`config.mk`:
```
export PLATFORM = sky130hd
export DESIGN_NAME = fmap_streamer_flat
export DESIGN_NICKNAME = d
export VERILOG_FILES = /design/src/rtl/fmap_streamer_if.sv /design/src/rtl/fmap_streamer.sv /design/src/flat_wrapper.sv
export SDC_FILE = /design/constraint.sdc
export NUM_CORES = 1
export LEC_CHECK = 0
export ABC_AREA = 1
export ABC_CLOCK_PERIOD_IN_PS = 4500
export BUFFER_PORTS_ARGS = -buffer_cell sky130_fd_sc_hd__buf_2
export CAP_MARGIN = 15
export CORE_MARGIN = 2
export CORE_UTILIZATION = 55
export CTS_BUF_LIST = sky130_fd_sc_hd__clkbuf_8 sky130_fd_sc_hd__clkbuf_16
export DETAILED_ROUTE_END_ITERATION = 8
export PLACE_DENSITY = 0.79
export SETUP_SLACK_MARGIN = 0.15
export SLEW_MARGIN = 25
export SYNTH_ARGS = -nofsm -noshare
export SYNTH_HDL_FRONTEND = slang
export SYNTH_SLANG_ARGS = --single-unit
```
`constraint.sdc`:
```
create_clock -name clk -period 4.5 [get_ports clk]
set_clock_uncertainty 0.2 [all_clocks]
set_input_delay 0.45 -clock clk [delete_from_list [all_inputs] [get_ports clk]]
set_output_delay 0.45 -clock clk [all_outputs]
set_load 0.01 [all_outputs]
```
`src/rtl/fmap_streamer_if.sv`:
```
// Output stream bundle of fmap_streamer: one map word per transfer with its raster index and last marker.
interface fmap_streamer_if #(
    parameter int DATA_W = 20,
    parameter int ADDR_W = 10
);
    logic              out_valid;
    logic              out_ready;
    logic [DATA_W-1:0] out_data;
    logic [ADDR_W-1:0] out_idx;
    logic              out_last;

    modport master (output out_valid, output out_data, output out_idx, output out_last, input out_ready);
    modport slave  (input out_valid, input out_data, input out_idx, input out_last, output out_ready);
endinterface

```
`src/rtl/fmap_streamer.sv`:
```
// fmap_streamer: reads the layer-1 pooled map from result memory in raster order and streams it
// on a valid/ready port. Define FMAP_STREAMER_CHECKSUM_EN to build the per-frame checksum.
module fmap_streamer #(
    parameter int         DATA_W     = 20,
    parameter int         ADDR_W     = 10,
    parameter int         FIFO_DEPTH = 4,
    parameter logic [2:0] LAYER_SEL  = 3'b011
) (
    input  logic               clk,
    input  logic               reset,
    input  logic               start,
    output logic               busy,
    output logic               done,
    output logic               crd,
    output logic [2:0]         csel,
    output logic [11:0]        caddr_rd,
    input  logic [DATA_W-1:0]  cdata_rd,
    fmap_streamer_if.master    strm,
    output logic [31:0]        checksum
);
    localparam int PTR_W = (FIFO_DEPTH > 1) ? $clog2(FIFO_DEPTH) : 1;
    localparam int CNT_W = PTR_W + 1;
    localparam int SUM_W = CNT_W + 1;
    localparam logic [ADDR_W-1:0] LAST_IDX = {ADDR_W{1'b1}};

    typedef enum logic [1:0] {
        S_IDLE  = 2'b00,
        S_RUN   = 2'b01,
        S_DRAIN = 2'b10,
        S_DONE  = 2'b11
    } state_t;

    state_t            state_r, state_s;
    logic              issue_s, start_acc_s, credit_ok_s, valid_s, pop_s, last_s;
    logic [ADDR_W-1:0] idx_s;
    logic [CNT_W-1:0]  count_r, count_s;
    logic [PTR_W-1:0]  wr_ptr_r, rd_ptr_r;
    logic [DATA_W-1:0] fifo_mem_r [FIFO_DEPTH];
    logic [ADDR_W-1:0] rd_idx_r, caddr_r, out_cnt_r;
    logic              pend_r, crd_r, busy_r, done_r;
    logic [2:0]        csel_r;

    assign valid_s = (count_r != {CNT_W{1'b0}});
    assign pop_s   = valid_s & strm.out_ready;
    assign last_s  = (out_cnt_r == LAST_IDX);
    assign count_s = count_r + CNT_W'(pend_r) - CNT_W'(pop_s);
    // Room is needed for the word landing from the previous read plus the read being issued.
    assign credit_ok_s = (SUM_W'(count_s) + SUM_W'(crd_r) + SUM_W'(1'b1)) <= SUM_W'(FIFO_DEPTH);

    // Next-state, read-issue and start-acceptance decisions.
    always_comb begin
        state_s     = state_r;
        issue_s     = 1'b0;
        start_acc_s = 1'b0;
        idx_s       = rd_idx_r;
        case (state_r)
            S_IDLE: begin
                if (start) begin
                    start_acc_s = 1'b1;
                    issue_s     = 1'b1;
                    idx_s       = {ADDR_W{1'b0}};
                    state_s     = S_RUN;
                end else begin
                    state_s = S_IDLE;
                end
            end
            S_RUN: begin
                if (credit_ok_s) begin
                    issue_s = 1'b1;
                    if (rd_idx_r == LAST_IDX) begin
                        state_s = S_DRAIN;
                    end else begin
                        state_s = S_RUN;
                    end
                end else begin
                    state_s = S_RUN;
                end
            end
            S_DRAIN: begin
                if (pop_s && last_s) begin
                    state_s = S_DONE;
                end else begin
                    state_s = S_DRAIN;
                end
            end
            S_DONE:  state_s = S_IDLE;
            default: state_s = S_IDLE;
        endcase
    end

    // Control registers, read port, FIFO pointers and output index counter.
    always_ff @(posedge clk) begin
        if (reset) begin
            state_r   <= S_IDLE;
            busy_r    <= 1'b0;
            done_r    <= 1'b0;
            crd_r     <= 1'b0;
            csel_r    <= 3'b000;
            caddr_r   <= {ADDR_W{1'b0}};
            rd_idx_r  <= {ADDR_W{1'b0}};
            pend_r    <= 1'b0;
            count_r   <= {CNT_W{1'b0}};
            wr_ptr_r  <= {PTR_W{1'b0}};
            rd_ptr_r  <= {PTR_W{1'b0}};
            out_cnt_r <= {ADDR_W{1'b0}};
        end else begin
            state_r <= state_s;
            busy_r  <= (state_s == S_RUN) || (state_s == S_DRAIN);
            done_r  <= (state_s == S_DONE);
            crd_r   <= issue_s;
            csel_r  <= issue_s ? LAYER_SEL : 3'b000;
            pend_r  <= crd_r;
            count_r <= count_s;
            if (issue_s) begin
                caddr_r  <= idx_s;
                rd_idx_r <= idx_s + ADDR_W'(1'b1);
            end
            if (pend_r) begin
                wr_ptr_r <= wr_ptr_r + PTR_W'(1'b1);
            end
            if (pop_s) begin
                rd_ptr_r <= rd_ptr_r + PTR_W'(1'b1);
            end
            if (start_acc_s) begin
                out_cnt_r <= {ADDR_W{1'b0}};
            end else if (pop_s) begin
                out_cnt_r <= out_cnt_r + ADDR_W'(1'b1);
            end
        end
    end

    // FIFO storage; left unreset because outputs are gated by out_valid.
    always_ff @(posedge clk) begin
        if (pend_r) begin
            fifo_mem_r[wr_ptr_r] <= cdata_rd;
        end
    end

    assign strm.out_valid = valid_s;
    assign strm.out_data  = valid_s ? fifo_mem_r[rd_ptr_r] : {DATA_W{1'b0}};
    assign strm.out_idx   = valid_s ? out_cnt_r : {ADDR_W{1'b0}};
    assign strm.out_last  = valid_s & last_s;
    assign busy           = busy_r;
    assign done           = done_r;
    assign crd            = crd_r;
    assign csel           = csel_r;
    assign caddr_rd       = 12'(caddr_r);

`ifdef FMAP_STREAMER_CHECKSUM_EN
    logic [31:0] csum_r;

    // Frame checksum: cleared on accepted start, accumulates every transferred word.
    always_ff @(posedge clk) begin
        if (reset) begin
            csum_r <= 32'h0000_0000;
        end else if (start_acc_s) begin
            csum_r <= 32'h0000_0000;
        end else if (pop_s) begin
            csum_r <= csum_r + 32'(strm.out_data);
        end else begin
            csum_r <= csum_r;
        end
    end

    assign checksum = csum_r;
`else
    assign checksum = 32'h0000_0000;
`endif
endmodule

```
`src/flat_wrapper.sv`:
```
// flat-port wrapper written by rule: the top's interface ports become plain ports
module fmap_streamer_flat 
#(
    parameter int         DATA_W     = 20,
    parameter int         ADDR_W     = 10,
    parameter int         FIFO_DEPTH = 4,
    parameter logic [2:0] LAYER_SEL  = 3'b011
)
  (clk, reset, start, busy, done, crd, csel, caddr_rd, cdata_rd, checksum, strm_out_valid, strm_out_data, strm_out_idx, strm_out_last, strm_out_ready);
  fmap_streamer_if #(.DATA_W(DATA_W), .ADDR_W(ADDR_W)) strm_i ();
  input  logic clk;
  input  logic reset;
  input  logic start;
  output logic busy;
  output logic done;
  output logic crd;
  output logic [2:0] csel;
  output logic [11:0] caddr_rd;
  input  logic [DATA_W-1:0] cdata_rd;
  output logic [31:0] checksum;
  output wire logic [$bits(strm_i.out_valid)-1:0] strm_out_valid;
  output wire logic [$bits(strm_i.out_data)-1:0] strm_out_data;
  output wire logic [$bits(strm_i.out_idx)-1:0] strm_out_idx;
  output wire logic [$bits(strm_i.out_last)-1:0] strm_out_last;
  input wire logic [$bits(strm_i.out_ready)-1:0] strm_out_ready;
  assign strm_out_valid = strm_i.out_valid;
  assign strm_out_data = strm_i.out_data;
  assign strm_out_idx = strm_i.out_idx;
  assign strm_out_last = strm_i.out_last;
  assign strm_i.out_ready = strm_out_ready;
  fmap_streamer #(.DATA_W(DATA_W), .ADDR_W(ADDR_W), .FIFO_DEPTH(FIFO_DEPTH), .LAYER_SEL(LAYER_SEL)) u_core (.clk(clk), .reset(reset), .start(start), .busy(busy), .done(done), .crd(crd), .csel(csel), .caddr_rd(caddr_rd), .cdata_rd(cdata_rd), .strm(strm_i), .checksum(checksum));
endmodule
```
==> metrics.md <==
| Metric | Value |
|---|---|
| FF-to-FF Start | u_core.count_r[1] |
| Flops & latches, synth | 125 |
| CP max stage delay | 0.47 ns |
| Hold Path Class | input port to register |
| CP Depth | 15 |
| FF-to-FF path depth | 15 |
| Layout Nets | 722 |
| Die area | 11090 um^2 |
| CP arrival | 3.88 ns |
| Final Hold Fails | 0 |
| Synth top area share | 0.4256 |
| Total track usage | 0.2169 |
| DRT iter0 DRCs | 274 |
| Gate Count Post-Synth | 605 |
| TritonCTS clock tree | done |
| Vias | 4241 |
| Share of cells above drive strength 1 | 0.1614 |
| WS Path Type | register to register |
| Max clock buf depth | 2 |
| Die height | 105.3 um |
| Worst Hold Path EP | u_core.rd_ptr_r[0] |
| Setup slack after layout | 0.8261 ns |
| Vias in the first global route | 4028 |
| Detailed placement HPWL | 7070 um |
| Delay-heaviest family, CP | simple AND/OR/NAND/NOR gates |
| Ys flop type | edfxtp_1 |
| Register area share after synthesis | 0.5852 |
| Drt first pass iters | 4 |
| Initial antenna violation count | 0 |
| Seq pwr share | 0.370 |
| Setup TNS | 0 ns |
| CTS sink count | 125 |
| Final ANT Viol Nets | 0 |
| Max frequency | 272.2 MHz |
| Routed WL | 11510 um |
| ANT cells | 0 |
| Power share of the clock group | 0.350 |
| Critical R2R Capture | u_core.caddr_r[0] |
| # rows | 36 |
| Outcome | complete, no violations |
| Post-synth cell types | 33 |
| Final instance area | 6676 um^2 |
| PostCTS Resize Cnt | 0 |
| Unrepaired setup endpoints after global routing | false |
| Peak supply drop | 0.0004442 V |
| Pre-CTS WS | 0.7511 ns |
| Clock Pin Slew Worst Setup and Hold Paths | 0.06 ns |
| Area of the mapped netlist | 5644 um^2 |
| Post-synth EDFFs | 80 |
| Max Cap Viol | 0 |
| H-tree levels | 4 |
| Syn_area_per_cell | 9.329 um^2 |
| Pwr/cell area | 537.4 nW/um^2 |
| Routed wire length per instance | 13.82 um |
| CP required | 4.71 ns |
| Placer Congestion | 0.8649 |
| Placed cells | 781 |
| Max_slew headroom | 0.3550 |
| Core Area | 9864 um^2 |
| Root buf cell | clkbuf_8 |
| Top cells by area, synth | edfxtp_1 43%, dfxtp_1 16%, nor2_1 8.2% |
| Leading area contributor after synthesis | edfxtp_1 |
| Share of synthesized registers carrying an async set or reset | 0 |
| Leakage dissipation | 0.002746 uW |
| I/O pin count | 106 |
| CP max FO | 20 |
| Hold Slack | 0.1874 ns |
| Initial Util | 0.5722 |
| Worst Setup End Kind | register |
| Fin crit share | 0.8164 |
| Most frequent CP cell | nand2_1 |
| Layout fillers | 740 |
| Cell Chain, Critical Path | nor3_4 -> nor2_2 -> nand2_1 -> o21ai_0 -> ha_1 -> fa_1 -> ha_1 -> inv_1 -> nand2_1 -> nand3_2 -> nand3_2 -> nand2_1 -> nand2_1 -> nand2_1 -> nor2_1 |
| Post-route minimum period | 3.674 ns |
| Buf/Inv on CP | 1 |
| Gate power share | 0.279 |
| Die X | 105.3 um |
| FF-to-FF setup slack | 0.83 ns |
| I/O Buffers | 70 |
| Area grow syn2layout | 18.29% |
| Worst hold path depth | 4 |
| Grt total ovfl | 0 |
| Placed cell areas | 5914 um^2 |
| TritonCTS Buffers | 17 |
| Final setup vio count | 0 |
| Slew at the pin with the worst max-slew slack | 0.9615 ns |
| NetSw | 1203 uW |
| Int Pwr | 2385 uW |
| First-pass GRT wire length | 18810 um |
| Max-slew violation count | 0 |
| Vias/cell | 5.091 |
| Clk_lat worst skew | 0.52 ns |
| DRC Markers | 0 |
| CP max-delay cell | nand2_1 |
| Yosys warns | 0 |
| Layout Cells excl Fill | 833 |
| Crit path launch type | register |
| Largest net degree at the start of global routing | 42 |
| Hold wc startpoint | strm_out_ready |
| Sw Ratio | 0.3353 |
==> how the worst max path moves through the flow <==
stage | startpoint | endpoint | slack [ns]
finish | u_core.count_r[1] | u_core.caddr_r[0] | 0.83
detailed placement | strm_out_ready | u_core.caddr_r[0] | 0.75
CTS | u_core.count_r[1] | u_core.caddr_r[0] | 0.82
global placement | strm_out_ready | u_core.caddr_r[0] | 0.99
global route | u_core.count_r[1] | u_core.rd_idx_r[0] | 0.54
floorplan | u_core.count_r[2] | u_core.busy | 1.39
==> state kept, by name, indices dropped and copies added (netlist names), named ones only <==
signal / cells
u_core.rd_ptr_r: 2
u_core.busy: 1
u_core.rd_idx_r: 10
u_core.caddr_r: 10
u_core.pend_r: 1
u_core.done: 1
u_core.csel: 1
u_core.fifo_mem_r: 80
u_core.out_cnt_r: 10
u_core.count_r: 3
u_core.state_r: 2
u_core.wr_ptr_r: 2
==> cell usage after synthesis (all sizes together) (3+ instances only) <==
cell / n
a21oi: 52
buf: 45
clkbuf: 19
dfxtp: 45
edfxtp: 80
ha: 10
inv: 52
nand2: 66
nand3: 38
nand4: 3
nor2: 125
nor3: 6
o21ai: 50
xnor2: 3
xor2: 4
==> through the flow <==
step / total power (uW) / utilization
after global routing: 3806 / 0.6768
after global placement: 2286 / 0.5996
after detailed placement: 2330 / 0.5996
after floorplan: 2087 / -
final: 3588 / 0.6768
after CTS: 3601 / 0.6768
==> worst min-delay path, stage by stage <==
cell and delay, ns:
buf_2 0.11, inv_1 0.08, nor2_2 0.09, a21oi_1 0.14
==> placed cells by master, fill, tap and decap left out, drive strengths merged <==
cell type,synthesis,layout
nor2,125,125
edfxtp,80,80
buf,45,73
nand2,66,66
a21oi,52,52
inv,52,52
o21ai,50,50
dfxtp,45,45
nand3,38,38
conb,1,35
dlygate4sd3,0,20
clkbuf,19,20
ha,10,10
clkinv,0,9
nor3,6,6
xor2,4,4
nand4,3,3
xnor2,3,3
clkinvlp,0,2
nand3b,1,1
nor4,1,1
or2,1,1
o31ai,1,1
a211oi,1,1
fa,1,1
bufinv,0,1
==> power groups by stage <==
stage                     sequential (uW)  clock (uW)  combinational [uW]
after global routing                 1330        1340                1130
after detailed placement             1350           0                 980
final                                1330        1260                1000
after CTS                            1330        1270                1000
after floorplan                      1340           0                 748
after global placement               1350           0                 939
==> final cells by class <==
class	instances	area, um^2	area share
clock buffers	20	466.7	0.06990
clock inverters	12	95.09	0.01424
inverters	52	195.2	0.02924
multi-input cells	398	1877	0.2811
flip-flops and latches	125	3303	0.4948
well taps	133	166.4	0.02493
repair buffers	93	573.1	0.08583
==> metal layers <==
| metal | part of all wire | vias up | track usage |
|---|---|---|---|
| li1 | - | 2101 | - |
| met1 | 0.41 | 1978 | 0.2584 |
| met2 | 0.52 | 153 | 0.3788 |
| met3 | 0.061 | 9 | 0.05504 |
| met4 | 0.0093 | 0 | 0.07810 |
| met5 | 0 | - | 0 |
==> timing repair <==
action | in CTS | in global routing
hold buffers | 20 | 0
buffers inserted | 0 | 0
setup endpoints to repair | 0 | 0
hold endpoints to repair | 80 | 0
==> kinds of logic (layout without fill, tap and decap cells) <==
logic type	Yosys count	in the layout	synth area share
compound gates	104	104	0.09377
flops	125	125	0.5852
fa+ha+maj	11	11	0.02572
buf+inv	116	177	0.1060
simple gates	241	241	0.1778
other cells	1	35	0.0006644
xor+xnor	7	7	0.01086
No activity file was read; power rests on OpenSTA's default activity.
